File: src/rtl/imem_loader.sv
// Streams a program image in as bytes, assembles little-endian words and writes them into
// instruction memory, NOP-filling the remainder and holding the core in reset until complete.
module imem_loader #(
  parameter int DEPTH  = 256,
  parameter int ADDR_W = 8
) (
  input  logic              clk,
  input  logic              reset,
  input  logic              start,
  input  logic [ADDR_W:0]   word_count,
  input  logic [7:0]        byte_in,
  input  logic              byte_valid,
  output logic              byte_ready,
  output logic              mem_we,
  output logic [31:0]       mem_waddr,
  output logic [31:0]       mem_wdata,
  output logic              cpu_hold,
  output logic              busy,
  output logic              done,
  output logic [31:0]       checksum
);

  localparam logic [31:0]     NOP     = 32'h0000_0013;
  localparam logic [ADDR_W:0] DEPTH_C = (ADDR_W+1)'(DEPTH);
  localparam logic [ADDR_W:0] LAST_C  = (ADDR_W+1)'(DEPTH-1);
  localparam logic [ADDR_W:0] ONE_C   = (ADDR_W+1)'(1);

  typedef enum logic [2:0] {IDLE, RECV, WRITE, FILL, DONE} state_t;

  state_t          state, state_n;
  logic [ADDR_W:0] n, n_n, idx, idx_n;
  logic [1:0]      lane, lane_n;
  logic [31:0]     word, word_n;
  logic            we_n;

  always_comb begin
    state_n = state;
    n_n     = n;
    idx_n   = idx;
    lane_n  = lane;
    word_n  = word;
    case (state)
      IDLE, DONE: if (start) begin
        n_n     = (word_count > DEPTH_C) ? DEPTH_C : word_count;
        idx_n   = '0;
        lane_n  = '0;
        state_n = (n_n == '0) ? FILL : RECV;
      end
      RECV: if (byte_valid) begin
        word_n[8*lane +: 8] = byte_in;
        lane_n              = lane + 2'd1;
        if (lane == 2'd3) state_n = WRITE;
      end
      WRITE: begin
        idx_n  = idx + ONE_C;
        lane_n = '0;
        if (idx_n == n) state_n = (n < DEPTH_C) ? FILL : DONE;
        else            state_n = RECV;
      end
      FILL: begin
        // idx always names the word being written this cycle
        if (idx == LAST_C) state_n = DONE;
        else               idx_n   = idx + ONE_C;
      end
      default: state_n = IDLE;
    endcase
    we_n = (state_n == WRITE) || (state_n == FILL);
  end

  // Outputs are registered from next-state values so they line up with the state they describe
  always_ff @(posedge clk) begin
    if (reset) begin
      state      <= IDLE;
      n          <= '0;
      idx        <= '0;
      lane       <= '0;
      word       <= '0;
      byte_ready <= 1'b0;
      mem_we     <= 1'b0;
      mem_waddr  <= '0;
      mem_wdata  <= '0;
      busy       <= 1'b0;
      done       <= 1'b0;
      cpu_hold   <= 1'b1;
      checksum   <= '0;
    end else begin
      state      <= state_n;
      n          <= n_n;
      idx        <= idx_n;
      lane       <= lane_n;
      word       <= word_n;
      byte_ready <= (state_n == RECV);
      mem_we     <= we_n;
      mem_waddr  <= we_n ? {{(30-ADDR_W){1'b0}}, idx_n[ADDR_W-1:0], 2'b00} : '0;
      mem_wdata  <= (state_n == WRITE) ? word_n : (state_n == FILL) ? NOP : '0;
      busy       <= (state_n == RECV) || (state_n == WRITE) || (state_n == FILL);
      done       <= (state_n == DONE);
      cpu_hold   <= (state_n != DONE);
      if ((state == IDLE || state == DONE) && start) checksum <= '0;
      else if (state == WRITE)                       checksum <= checksum + word;
    end
  end

endmodule

File: config.mk
export PLATFORM = sky130hd
export DESIGN_NAME = imem_loader
export DESIGN_NICKNAME = d
export VERILOG_FILES = /design/src/rtl/imem_loader.sv
export SDC_FILE = /design/constraint.sdc
export NUM_CORES = 1
export LEC_CHECK = 0
export BUFFER_PORTS_ARGS = -buffer_cell sky130_fd_sc_hd__buf_2
export CORE_MARGIN = 5
export CORE_UTILIZATION = 25
export CTS_CLUSTER_DIAMETER = 60
export DETAILED_ROUTE_END_ITERATION = 6
export HOLD_SLACK_MARGIN = 0.06
export PLACE_DENSITY = 0.48
export REMOVE_ABC_BUFFERS = 1
export SYNTH_ARGS = -nofsm -noshare
export SYNTH_HDL_FRONTEND = slang
export SYNTH_SLANG_ARGS = --single-unit
File: constraint.sdc
create_clock -name clk -period 4.2 [get_ports clk]
set_clock_uncertainty 0.05 [all_clocks]
set_input_delay 0.84 -clock clk [delete_from_list [all_inputs] [get_ports clk]]
set_output_delay 0.84 -clock clk [all_outputs]
set_load 0.05 [all_outputs]
; Word-level counts from Yosys, hierarchy flattened
; Cells that the tools add are included.
[totals]
reg_bits = 156
in_bits = 21
out_inout_bits = 101
elab_cells = 74
[op_classes]
add_sub_neg = 4
order_cmp = 2
eq_ne = 15
n_shift = 2
mux = 20
n_bitwise = 1
reduce_logical = 15
[ops]
columns = op, n
row1 = 32-bit 2-to-1 mux, 3
row2 = 5-bit negator with 34-bit output, 1
row3 = "8-bit by 34-bit variable shift with 32-bit output, first input constant", 1
row4 = 8-bit by 34-bit variable part select with 32-bit output, 1
row5 = 32-bit adder, 1
row6 = 32-bit bitwise mux, 1
row7 = 9-bit 2-to-1 mux, 3
row8 = 9-bit case mux with 3 select lines, 1
row9 = 3-bit 2-to-1 mux, 6
row10 = "3-bit by 2-bit == test with 1-bit output, second input constant", 4
row11 = 3-bit case mux with 4 select lines, 1
row12 = "9-bit by 1-bit adder with 9-bit output, second input constant", 1
row13 = "9-bit by 8-bit == test with 1-bit output, second input constant", 1
row14 = 9-bit == test, 1
row15 = "9-bit > comparator, second input constant", 1
row16 = 9-bit zero test, 1
row17 = "9-bit < comparator, second input constant", 1
row18 = "3-bit by 1-bit == test with 1-bit output, second input constant", 2
row19 = "3-bit == test, second input constant", 2
row20 = 2-bit 2-to-1 mux, 3
row21 = "2-bit inequality test, second input constant", 3
row22 = 2-bit case mux with 3 select lines, 1
row23 = 3-bit AND reduction, 2
row24 = 3-bit nonzero test, 2
row25 = 10 further kinds, 15

; Longest topological paths before layout
; Gate-level depths: netlist of the first run.
[depth]
ltp_word = 10
mapped_depth = 14
ltp_nobuf = 14

; Least setup slack after synthesis of the first run
; Ideal clock, no wire load.
[synth_path]
kind = register to register
startpoint = register checksum[0]
endpoint = register checksum[30]
setup_ns = 0.074
arrival_time_ns = 3.061
required_ns = 4.076
path_slack_ns = 1.015
stages_incl_launch_ff = 14
path_buffers = 0
synth_period_minus_slack_ns = 3.185
cell_sequence = dfxtp_1 > ha_1 > inv_1 > fa_1 > nor2b_1 > o2111ai_1 > a21oi_1 > o21ai_0 > a32oi_1 > a221oi_1 > o2111ai_1 > o22ai_1 > xor2_1 > o21ai_0
[synth_between]
elab_chain_len = 1
[synth_rtl]
columns = element, line
row1 = "start, declared", 20  ; output logic [31:0] checksum
row2 = "start signal, assigned", 100  ; else if (state == WRITE) checksum <= checksum + word;
row3 = 32-bit adder, 100
; No other way between the ends.
; A chain may end at the register's enable or synchronous reset.

; Worst setup path after layout of the first run
[layout_path]
startpoint = register idx[0]
endpoint = register mem_wdata[1]
[layout_between]
elab_chain_len = 7
elab_cells_between_ends = 10
cone_classes = add/sub: 1 / eq/ne: 4 / mux: 5
[layout_rtl]
columns = element, line
row1 = "start, declared", 31  ; logic [ADDR_W:0] n, n_n, idx, idx_n;
row2 = "start signal, assigned", 89  ; idx <= idx_n;
row3 = 9-bit by 1-bit adder with 9-bit output, 55  ; idx_n = idx + ONE_C;
row4 = 9-bit == test, 57  ; if (idx_n == n) state_n = (n < DEPTH_C) ? FILL : DONE;
row5 = 3-bit 2-to-1 mux, 57
row6 = 3-bit case mux with 4 select lines *, 42  ; case (state)
row7 = 3-bit by 2-bit == test with 1-bit output, 95  ; mem_wdata <= (state_n == WRITE) ? word_n : (state_n == FILL) ? NOP : '0;
row8 = 5-bit 2-to-1 mux, 95
row9 = 32-bit 2-to-1 mux *, 95
row10 = "end signal, assigned", 95
row11 = "end, declared", 16  ; output logic [31:0] mem_wdata,
; Every way passes the cells marked *; elsewhere a longest branch is shown, timed or not.

==> flow_summary_export.csv, run 1 <==
group,metric,value,unit
worst_setup_path,cp_slowest_cell,"nor4_1",
power,p_clk_share,52.1,%
place,gp_congestion,0.8478,
synth,synth_flop_cell,"dfxtp_1",
detailed_routing,wire_per_inst,15.47,um
power,netSwitchingFraction,26.27,%
synth,ys_seq_area_share,40.52,%
power,powerDensity,379.6,mW/mm2
clock_tree,cts_buffers,17,
worst_setup_path,rrSetupSlack,0.71,ns
timing,finalSetupViolations,0,
power,seq_power_share,42.7,%
detailed_routing,detail_route.first_pass.iterations,4,
power,total_leakage_power,3.326,nW
min_path,min_to,"checksum[0]",
cells_and_area,n_antenna_cell,0,
worst_setup_path,rr_endpoint,"mem_wdata[1]",
clock_tree,post_cts_resized,0,
place,hpwl,13930,um
power,ir_worst_vdd,0.0002243,V
power,internal_power,2.196,mW
detailed_routing,wl_met2,8892,um
cells_and_area,area_delta_synth_final,20.36,%
synth,synth-async-reset-ratio,0,%
worst_setup_path,startpoint_type,"flip-flop",
min_path,min_from,"checksum[0]",
synth,yosys_register_bits,132,
die,die_width,171.5,um
cells_and_area,fill_cells,2831,
clock_tree,cts_buffer_depth,2,
timing,hold_viol_final,0,
global_route,track_usage,12.80,%
timing,setup-tns-final,0,ns
worst_setup_path,cp_num_buf_inv,1,
clock_tree,cts_setup_buffers,0,
clock_tree,tritoncts,"done",
place,dp_slack,0.7300,ns
global_route,antenna_found_initial,0,
cells_and_area,final_cell_mix,"132 x dfxtp_1, 111 x nand2_1, 104 x a21oi_1",
place,portBuffers,97,
synth,synthCells,783,
synth,syn-cell-area,0.006521,mm2
clock_tree,cts_hold_buffers,0,
job,cap_violations,0,
min_path,hold_path.class,"flip-flop to flip-flop",
timing,max-slew-margin-rel,34.77,%
worst_setup_path,path_max_fanout,11,
die,core,0.02584,mm2
detailed_routing,wl_met3,953,um
worst_setup_path,r2r_cells,13,
worst_setup_path,arrival,3.78,ns
timing,tightestPinTransition,0.9763,ns
detailed_routing,wl,18820,um
worst_setup_path,crit_family,"simple AND/OR/NAND/NOR gates",
detailed_routing,top_layer,"met4",
detailed_routing,vias,5539,
power,pwr-share-comb,5.2,%
worst_setup_path,critical_path.most_common_cell,"ha_1",
worst_setup_path,cp-end-kind,"flip-flop",
timing,rsz0062_at_grt,"no",
global_route,grt_pass1_wl,29410,um
worst_setup_path,setup.worst_path.start,"idx[0]",
cells_and_area,final_common_cell,"dfxtp_1",
die,die_h,171.5,um
detailed_routing,viasPerCell,4.551,
timing,fin_crit_sh,83.05,%
die,fp-row-count,59,
cells_and_area,nets,931,
synth,ys_warn_count,0,
detailed_routing,drc,0,
clock_tree,clockRootBuffer,"clkbuf_16",
cells_and_area,drive_gt1_share,16.33,%
global_route,grt_pass1_vias,5426,
synth,syn_avg_cell_area,8.329,um2
worst_setup_path,max_stage_delay,0.51,ns
worst_setup_path,crit_path_cell_trace,"ha_1 > and2_1 > nand2_1 > nor2_1 > nand3_1 > inv_1 > ha_1 > xor2_1 > nand4_1 > nor4_1 > a31oi_1 > or2_2 > a21oi_1",
global_route,overflow,0,
clock_tree,clock-sinks,132,
synth,ys_types,55,
global_route,grt_max_degree,37,
die,dieArea,0.02942,mm2
clock_tree,clk-insertion-delay-late,0.43,ns
detailed_routing,detail-route-antenna-nets,0,
power,p_sw,0.7827,mW
detailed_routing,first_iter_violations,303,
worst_setup_path,crit_required,4.50,ns
timing,final.min_clock_period,3.488,ns
synth,synth-edff-count,0,
timing,drv_slew,0,
worst_setup_path,worstSetupPathType,"flip-flop to flip-flop",
timing,worst_slack,0.7118,ns
timing,max_freq,0.2867,GHz
clock_tree,cts-htree-levels,4,
outcome,outcome,"finished, final reports clean",
die,io_pins,122,
die,start_util,25.24,%
min_path,min_path_cells,2,
worst_setup_path,r2r-start,"idx[0]",
clock_tree,cts.reportedPaths.clkPinSlew,0.06,ns
detailed_routing,wl_met1,8701,um
[worst register-to-register path: stages, from the launching register on]
cell	delay [ns]
dfxtp_1	0.41
ha_1	0.23
and2_1	0.21
nand2_1	0.07
nor2_1	0.22
nand3_1	0.14
inv_1	0.08
ha_1	0.24
xor2_1	0.14
nand4_1	0.10
nor4_1	0.51
a31oi_1	0.42
or2_2	0.45
a21oi_1	0.15
[logic make-up (layout without fill, tap and decap cells)]
family          Yosys count  count (layout)  synth area share [%]
xor+xnor                 34              34                 4.566
simple gates            294             294                 21.66
buf+inv                  78             154                 5.909
compound gates          201             201                 18.99
mux                       2               2                0.3070
fa+ha+maj                41              41                 7.982
other cells               1              24               0.05750
flops                   132             132                 40.52
[Yosys cell counts, types with 11 or more instances]
cell,count,area (um2)
dfxtp_1,132,2643
nand2_1,111,416.7
a21oi_1,104,520.5
nand3_1,42,210.2
ha_1,40,500.5
nor2b_1,38,237.7
nor2_1,37,138.9
clkbuf_1,31,116.4
o21ai_0,28,140.1
buf_4,24,180.2
xnor2_1,22,192.7
inv_1,20,75.07
a21o_1,17,127.6
nor3_1,16,80.08
xor2_1,12,105.1
and3_1,11,68.82
[layout make-up]
class | instances | area, um2 | share of cell area (%)
clock buffer | 17 | 425.4 | 5.420
clock inverter | 15 | 181.4 | 2.311
inverter | 20 | 75.07 | 0.9565
multi-input combinational | 596 | 3582 | 45.64
sequential | 132 | 2643 | 33.67
tap | 335 | 419.2 | 5.340
timing repair buffer | 102 | 523.0 | 6.663
[sequential cells by signal, indices dropped and copies added, names as in the netlist]
register and flops:
word 32, checksum 32, mem_we 1, byte_ready 1, mem_waddr 8, n 9, state 3, done 1
idx 9, cpu_hold 1, mem_wdata 32, lane 2, busy 1
[routing by layer]
layer  track usage (%)  up-vias
met5                 0        -
met2             21.32      117
met1             16.30     2542
met4             3.720        0
met3             3.425       20
li1                  -     2860
[power groups by stage]
| stage | sequential, mW | combinational [mW] | clock [mW] |
|---|---|---|---|
| 2_1_floorplan | 1.30 | 0.0977 | 0 |
| 4_1_cts | 1.27 | 0.156 | 1.60 |
| 5_1_grt | 1.27 | 0.168 | 1.66 |
| 3_3_place_gp | 1.30 | 0.155 | 0 |
| 6_report | 1.27 | 0.156 | 1.55 |
| 3_5_place_dp | 1.30 | 0.155 | 0 |
[how the worst max path moves through the flow]
stage | endpoint | cells after the start
detailed placement | mem_wdata[0] | 13
global route | mem_wdata[1] | 13
floorplan | checksum[30] | 13
finish | mem_wdata[1] | 13
global placement | byte_ready | 14
CTS | mem_wdata[1] | 13
[per-stage QoR]
stage          util, %  hold WS [ns]  total power, mW  cells  cell area, um2
4_1_cts          30.38        0.4267            3.024   1217            7849
3_5_place_dp     28.03        0.4152            1.454   1185            7242
5_1_grt          30.38        0.4400            3.104   1217            7849
2_1_floorplan        -        0.3904            1.400    748            6297
6_report         30.38        0.4243            2.979   1217            7849
3_3_place_gp     28.03        0.4060            1.455   1185            7242
Note: power is estimated with default switching activity, not from simulation.
==> inputs of run 2 (changes only) <==
clock period = 3.4 ns   (was 4.2 ns; I/O delays follow)
==> flow_summary_export.csv, run 2 (synthesis gave the netlist of run 1 again) <==
group,metric,value,unit
detailed_routing,first_iter_violations,264,
detailed_routing,detail-route-antenna-nets,0,
detailed_routing,drc,0,
timing,finalSetupViolations,0,
timing,setup-tns-final,0,ns
timing,drv_slew,0,
detailed_routing,vias,5607,
place,portBuffers,97,
power,total_leakage_power,3.333,nW
timing,hold_viol_final,0,
worst_setup_path,cp-end-kind,"flip-flop",
power,powerDensity,445.0,mW/mm2
detailed_routing,viasPerCell,4.577,
clock_tree,tritoncts,"done",
place,post_dp_cell_area,0.007315,mm2
die,dieArea,0.02942,mm2
timing,fin_crit_sh,90.25,%
clock_tree,post_cts_resized,0,
timing,final.min_clock_period,3.068,ns
die,core,0.02584,mm2
die,fp-row-count,59,
clock_tree,clock-sinks,132,
place,gp_congestion,0.8742,
clock_tree,clk-insertion-delay-late,0.42,ns
job,cap_violations,0,
clock_tree,cts.reportedPaths.clkPinSlew,0.06,ns
cells_and_area,stdcell_area,0.007875,mm2
global_route,grt_pass1_wl,29810,um
detailed_routing,wire_per_inst,15.49,um
detailed_routing,detail_route.first_pass.iterations,5,
timing,tightestPinTransition,0.7555,ns
cells_and_area,final_common_cell,"dfxtp_1",
cells_and_area,reg.largest.list,"checksum (32), mem_wdata (32), word (32)",
global_route,grt_max_degree,60,
cells_and_area,final_cell_mix,"132 x dfxtp_1, 111 x nand2_1, 104 x a21oi_1",
cells_and_area,final_cells,1225,
global_route,track_usage,12.95,%
place,place_inst,1193,
worst_setup_path,startpoint_type,"flip-flop",
cells_and_area,area_delta_synth_final,20.76,%
detailed_routing,wl,18980,um
outcome,outcome,"finished, final reports clean",
clock_tree,cts_buffer_depth,2,
place,hpwl,14130,um
worst_setup_path,arrival,3.34,ns
global_route,antenna_found_initial,0,
place,dp_slack,0.1767,ns
timing,hold_ws,0.4215,ns
worst_setup_path,path_max_fanout,6,
worst_setup_path,crit_required,3.67,ns
die,io_pins,122,
cells_and_area,nets,939,
die,start_util,25.24,%
die,die_h,171.5,um
timing,max_freq,0.3259,GHz
min_path,hold_path.class,"flip-flop to flip-flop",
global_route,overflow,0,
die,die_width,171.5,um
clock_tree,cts_buffers,17,
timing,worst_slack,0.3315,ns
clock_tree,clockRootBuffer,"clkbuf_16",
cells_and_area,n_antenna_cell,0,
clock_tree,cts_hold_buffers,0,
clock_tree,cts-htree-levels,4,
timing,rsz0062_at_grt,"no",
cells_and_area,drive_gt1_share,16.97,%
clock_tree,cts_setup_buffers,0,
worst_setup_path,worstSetupPathType,"flip-flop to flip-flop",
timing,max-slew-margin-rel,49.45,%
power,ir_worst_vdd,0.0002428,V
global_route,grt_pass1_vias,5446,
run 2: cell count changes in the layout (fill, tap and decap cells not counted), sizes merged:
cell,before,now
inv,31,21
buf,102,110
clkinv,0,4
clkinvlp,2,6
clkbuf,17,20
bufinv,2,1
run 2: layer usage:
layer | track usage (%) | up-vias | routed length, um
met2 | 21.03 | 129 | 8828
met4 | 2.894 | 0 | 93
met5 | 0 | - | 0
met1 | 17.27 | 2589 | 8918
li1 | - | 2881 | -
met3 | 3.516 | 8 | 1137
run 2: metrics by stage:
step | power, mW | utilization (%)
6_report | 3.504 | 30.48
5_1_grt | 3.651 | 30.48
4_1_cts | 3.550 | 30.46
3_5_place_dp | 1.804 | 28.31
3_3_place_gp | 1.803 | 28.31
2_1_floorplan | 1.729 | -
run 2: path summary, 6_finish.rpt:
path | from | to | slack (ns) | cells past startpoint
setup / recovery | idx[0] | byte_ready | 0.33 | 15
hold / removal | checksum[9] | checksum[9] | 0.42 | 2
setup reg to reg | idx[0] | byte_ready | 0.33 | 15
hold reg to reg | checksum[9] | checksum[9] | 0.42 | 2
run 2: critical path, cell delays in order, from the launching register on:
cell and delay [ns]:
dfxtp_1 0.43, ha_1 0.23, and2_1 0.21, nand2_1 0.07, nor2_1 0.13, nand3_1 0.12, inv_1 0.07, ha_1 0.24
xor2_1 0.14, nand4_1 0.12, nor4_2 0.39, a21oi_1 0.12, a211oi_1 0.25, buf_4 0.18, nor2_1 0.05, and2_1 0.18
run 2: report_power, final:
group          leakage, nW  total [mW]  switching, mW  internal, mW
Sequential            1.06        1.57         0.0120          1.56
Clock                0.254        1.74          0.713          1.02
Combinational         2.01       0.198          0.155        0.0433
run 2: cell type report:
type	count	area, um2
Multi-Input combinational cell	596	3588
Clock buffer	20	446.7
Fill cell	2796	17960
Inverter	20	75.07
Timing Repair Buffer	110	595.6
Sequential cell	132	2643
Clock inverter	12	107.6
Tap cell	335	419.2
==> inputs of run 3 (changes only) <==
BUFFER_PORTS_ARGS = default   (was -buffer_cell sky130_fd_sc_hd__buf_2)
DONT_BUFFER_PORTS = 1   (was default)
PLACE_DENSITY = 0.44   (was 0.48)
==> flow_summary_export.csv, run 3 (synthesis gave the netlist of run 1 again) <==
group,metric,value,unit
global_route,overflow,0,
die,die_h,171.5,um
die,fp-row-count,59,
timing,fin_crit_sh,89.95,%
worst_setup_path,r2r-start,"checksum[6]",
global_route,grt_pass1_vias,5386,
die,core,0.02584,mm2
place,dp_slack,0.06407,ns
min_path,hold_path.class,"input port to flip-flop",
clock_tree,cts_setup_buffers,0,
worst_setup_path,worstSetupPathType,"flip-flop to flip-flop",
worst_setup_path,cp_slowest_cell,"or3_1",
die,io_pins,122,
timing,setup-tns-final,0,ns
clock_tree,clk-insertion-delay-late,0.42,ns
power,powerDensity,480.8,mW/mm2
timing,hold_viol_final,0,
global_route,antenna_found_initial,0,
detailed_routing,wl,19560,um
worst_setup_path,path_max_fanout,5,
detailed_routing,drc,0,
timing,rsz0062_at_grt,"no",
worst_setup_path,cp-end-kind,"flip-flop",
timing,finalSetupViolations,0,
place,hpwl,14480,um
clock_tree,cts_buffers,17,
timing,drv_slew,0,
global_route,track_usage,13.30,%
timing,max_freq,0.3270,GHz
power,ir_worst_vdd,0.0002334,V
min_path,min_from,"reset",
cells_and_area,final_common_cell,"dfxtp_1",
die,die_width,171.5,um
detailed_routing,wire_per_inst,16.92,um
worst_setup_path,max_stage_delay,0.38,ns
power,total_leakage_power,3.033,nW
global_route,grt_max_degree,62,
timing,worst_slack,0.3416,ns
clock_tree,cts.reportedPaths.clkPinSlew,0.06,ns
global_route,grt_pass1_wl,30260,um
cells_and_area,final_util,29.70,%
cells_and_area,final_cell_mix,"132 x dfxtp_1, 111 x nand2_1, 104 x a21oi_1",
timing,tightestPinTransition,0.9616,ns
worst_setup_path,crit_required,3.70,ns
cells_and_area,drive_gt1_share,10.48,%
place,gp_congestion,0.7976,
detailed_routing,vias,5414,
cells_and_area,n_antenna_cell,0,
worst_setup_path,crit_path_cell_trace,"ha_1 > a211oi_2 > o211ai_1 > a221oi_2 > a21oi_2 > a211oi_4 > a21oi_2 > a2111oi_4 > nor4_1 > or3_1 > a21oi_1",
outcome,outcome,"finished, final reports clean",
die,start_util,25.24,%
cells_and_area,reg.largest.list,"checksum (32), mem_wdata (32), word (32)",
detailed_routing,detail_route.first_pass.iterations,5,
worst_setup_path,rrSetupSlack,0.34,ns
detailed_routing,first_iter_violations,315,
die,dieArea,0.02942,mm2
clock_tree,clock-sinks,132,
timing,max-slew-margin-rel,35.89,%
worst_setup_path,critical_path.most_common_cell,"a21oi_2",
worst_setup_path,setup.worst_path.start,"checksum[6]",
worst_setup_path,startpoint_type,"flip-flop",
cells_and_area,area_delta_synth_final,17.69,%
clock_tree,clockRootBuffer,"clkbuf_16",
clock_tree,cts-htree-levels,4,
timing,final.min_clock_period,3.058,ns
detailed_routing,viasPerCell,4.683,
clock_tree,cts_buffer_depth,2,
clock_tree,tritoncts,"done",
job,cap_violations,0,
place,portBuffers,0,
detailed_routing,detail-route-antenna-nets,0,
worst_setup_path,arrival,3.36,ns
cells_and_area,nets,870,
==> run 3: cell types whose count changed in the layout (fill, tap and decap cells not counted), sizes merged <==
cell,before,now
buf,110,41
bufinv,1,3
clkbuf,20,21
clkinv,4,6
clkinvlp,6,2
inv,21,20
==> run 3: worst max-delay path, delay by kind of cell, from the launching register on <==
kind                     cells  cell delay, ns
AO/OA/AOI/OAI                8            1.77
flip-flops                   1            0.31
adder cells (fa/ha/maj)      1            0.37
AND/OR/NAND/NOR              2            0.48
==> run 3: through the flow <==
step | total power [mW] | area, um2 | hold WS (ns) | cells
2_1_floorplan | 1.729 | 6297 | 0.3904 | 748
3_3_place_gp | 1.761 | 7027 | 0.4118 | 1124
3_5_place_dp | 1.760 | 7027 | 0.4161 | 1124
4_1_cts | 3.736 | 7657 | 0.2558 | 1156
5_1_grt | 3.828 | 7675 | 0.2565 | 1156
6_report | 3.690 | 7675 | 0.2755 | 1156
==> run 3: final cells by class <==
type / count / area, um2
tap: 335 / 419.2
fill: 2802 / 18160
multi-input combinational: 596 / 3600
clock buffer: 21 / 480.5
timing repair buffer: 41 / 307.8
inverter: 20 / 75.07
sequential: 132 / 2643
clock inverter: 11 / 150.1
==> run 3: worst paths after layout <==
kind / depth (start not counted) / to
hold / removal: 1 / n[3]
setup reg to reg: 11 / checksum[31]
hold reg to reg: 2 / word[24]
setup / recovery: 11 / checksum[31]
==> run 3: timing repair <==
item | CTS | global route
resized for setup | 0 | 4
hold buffers | 0 | 0
endpoints found under the setup margin | 0 | 7
==> run 3: metal layers <==
layer | track usage, % | share of wire [%] | vias up
li1 | - | - | 2738
met1 | 17.29 | 46 | 2533
met4 | 3.824 | 1.1 | 0
met3 | 3.539 | 5.6 | 14
met5 | 0 | 0 | -
met2 | 21.73 | 48 | 129
==> run 3: power breakdown <==
part | leakage [nW] | switching [mW] | total [mW] | internal [mW]
Sequential | 1.06 | 0.0194 | 1.58 | 1.56
Clock | 0.305 | 0.729 | 1.96 | 1.23
Combinational | 1.66 | 0.119 | 0.148 | 0.0298
Total | 3.03 | 0.867 | 3.69 | 2.82
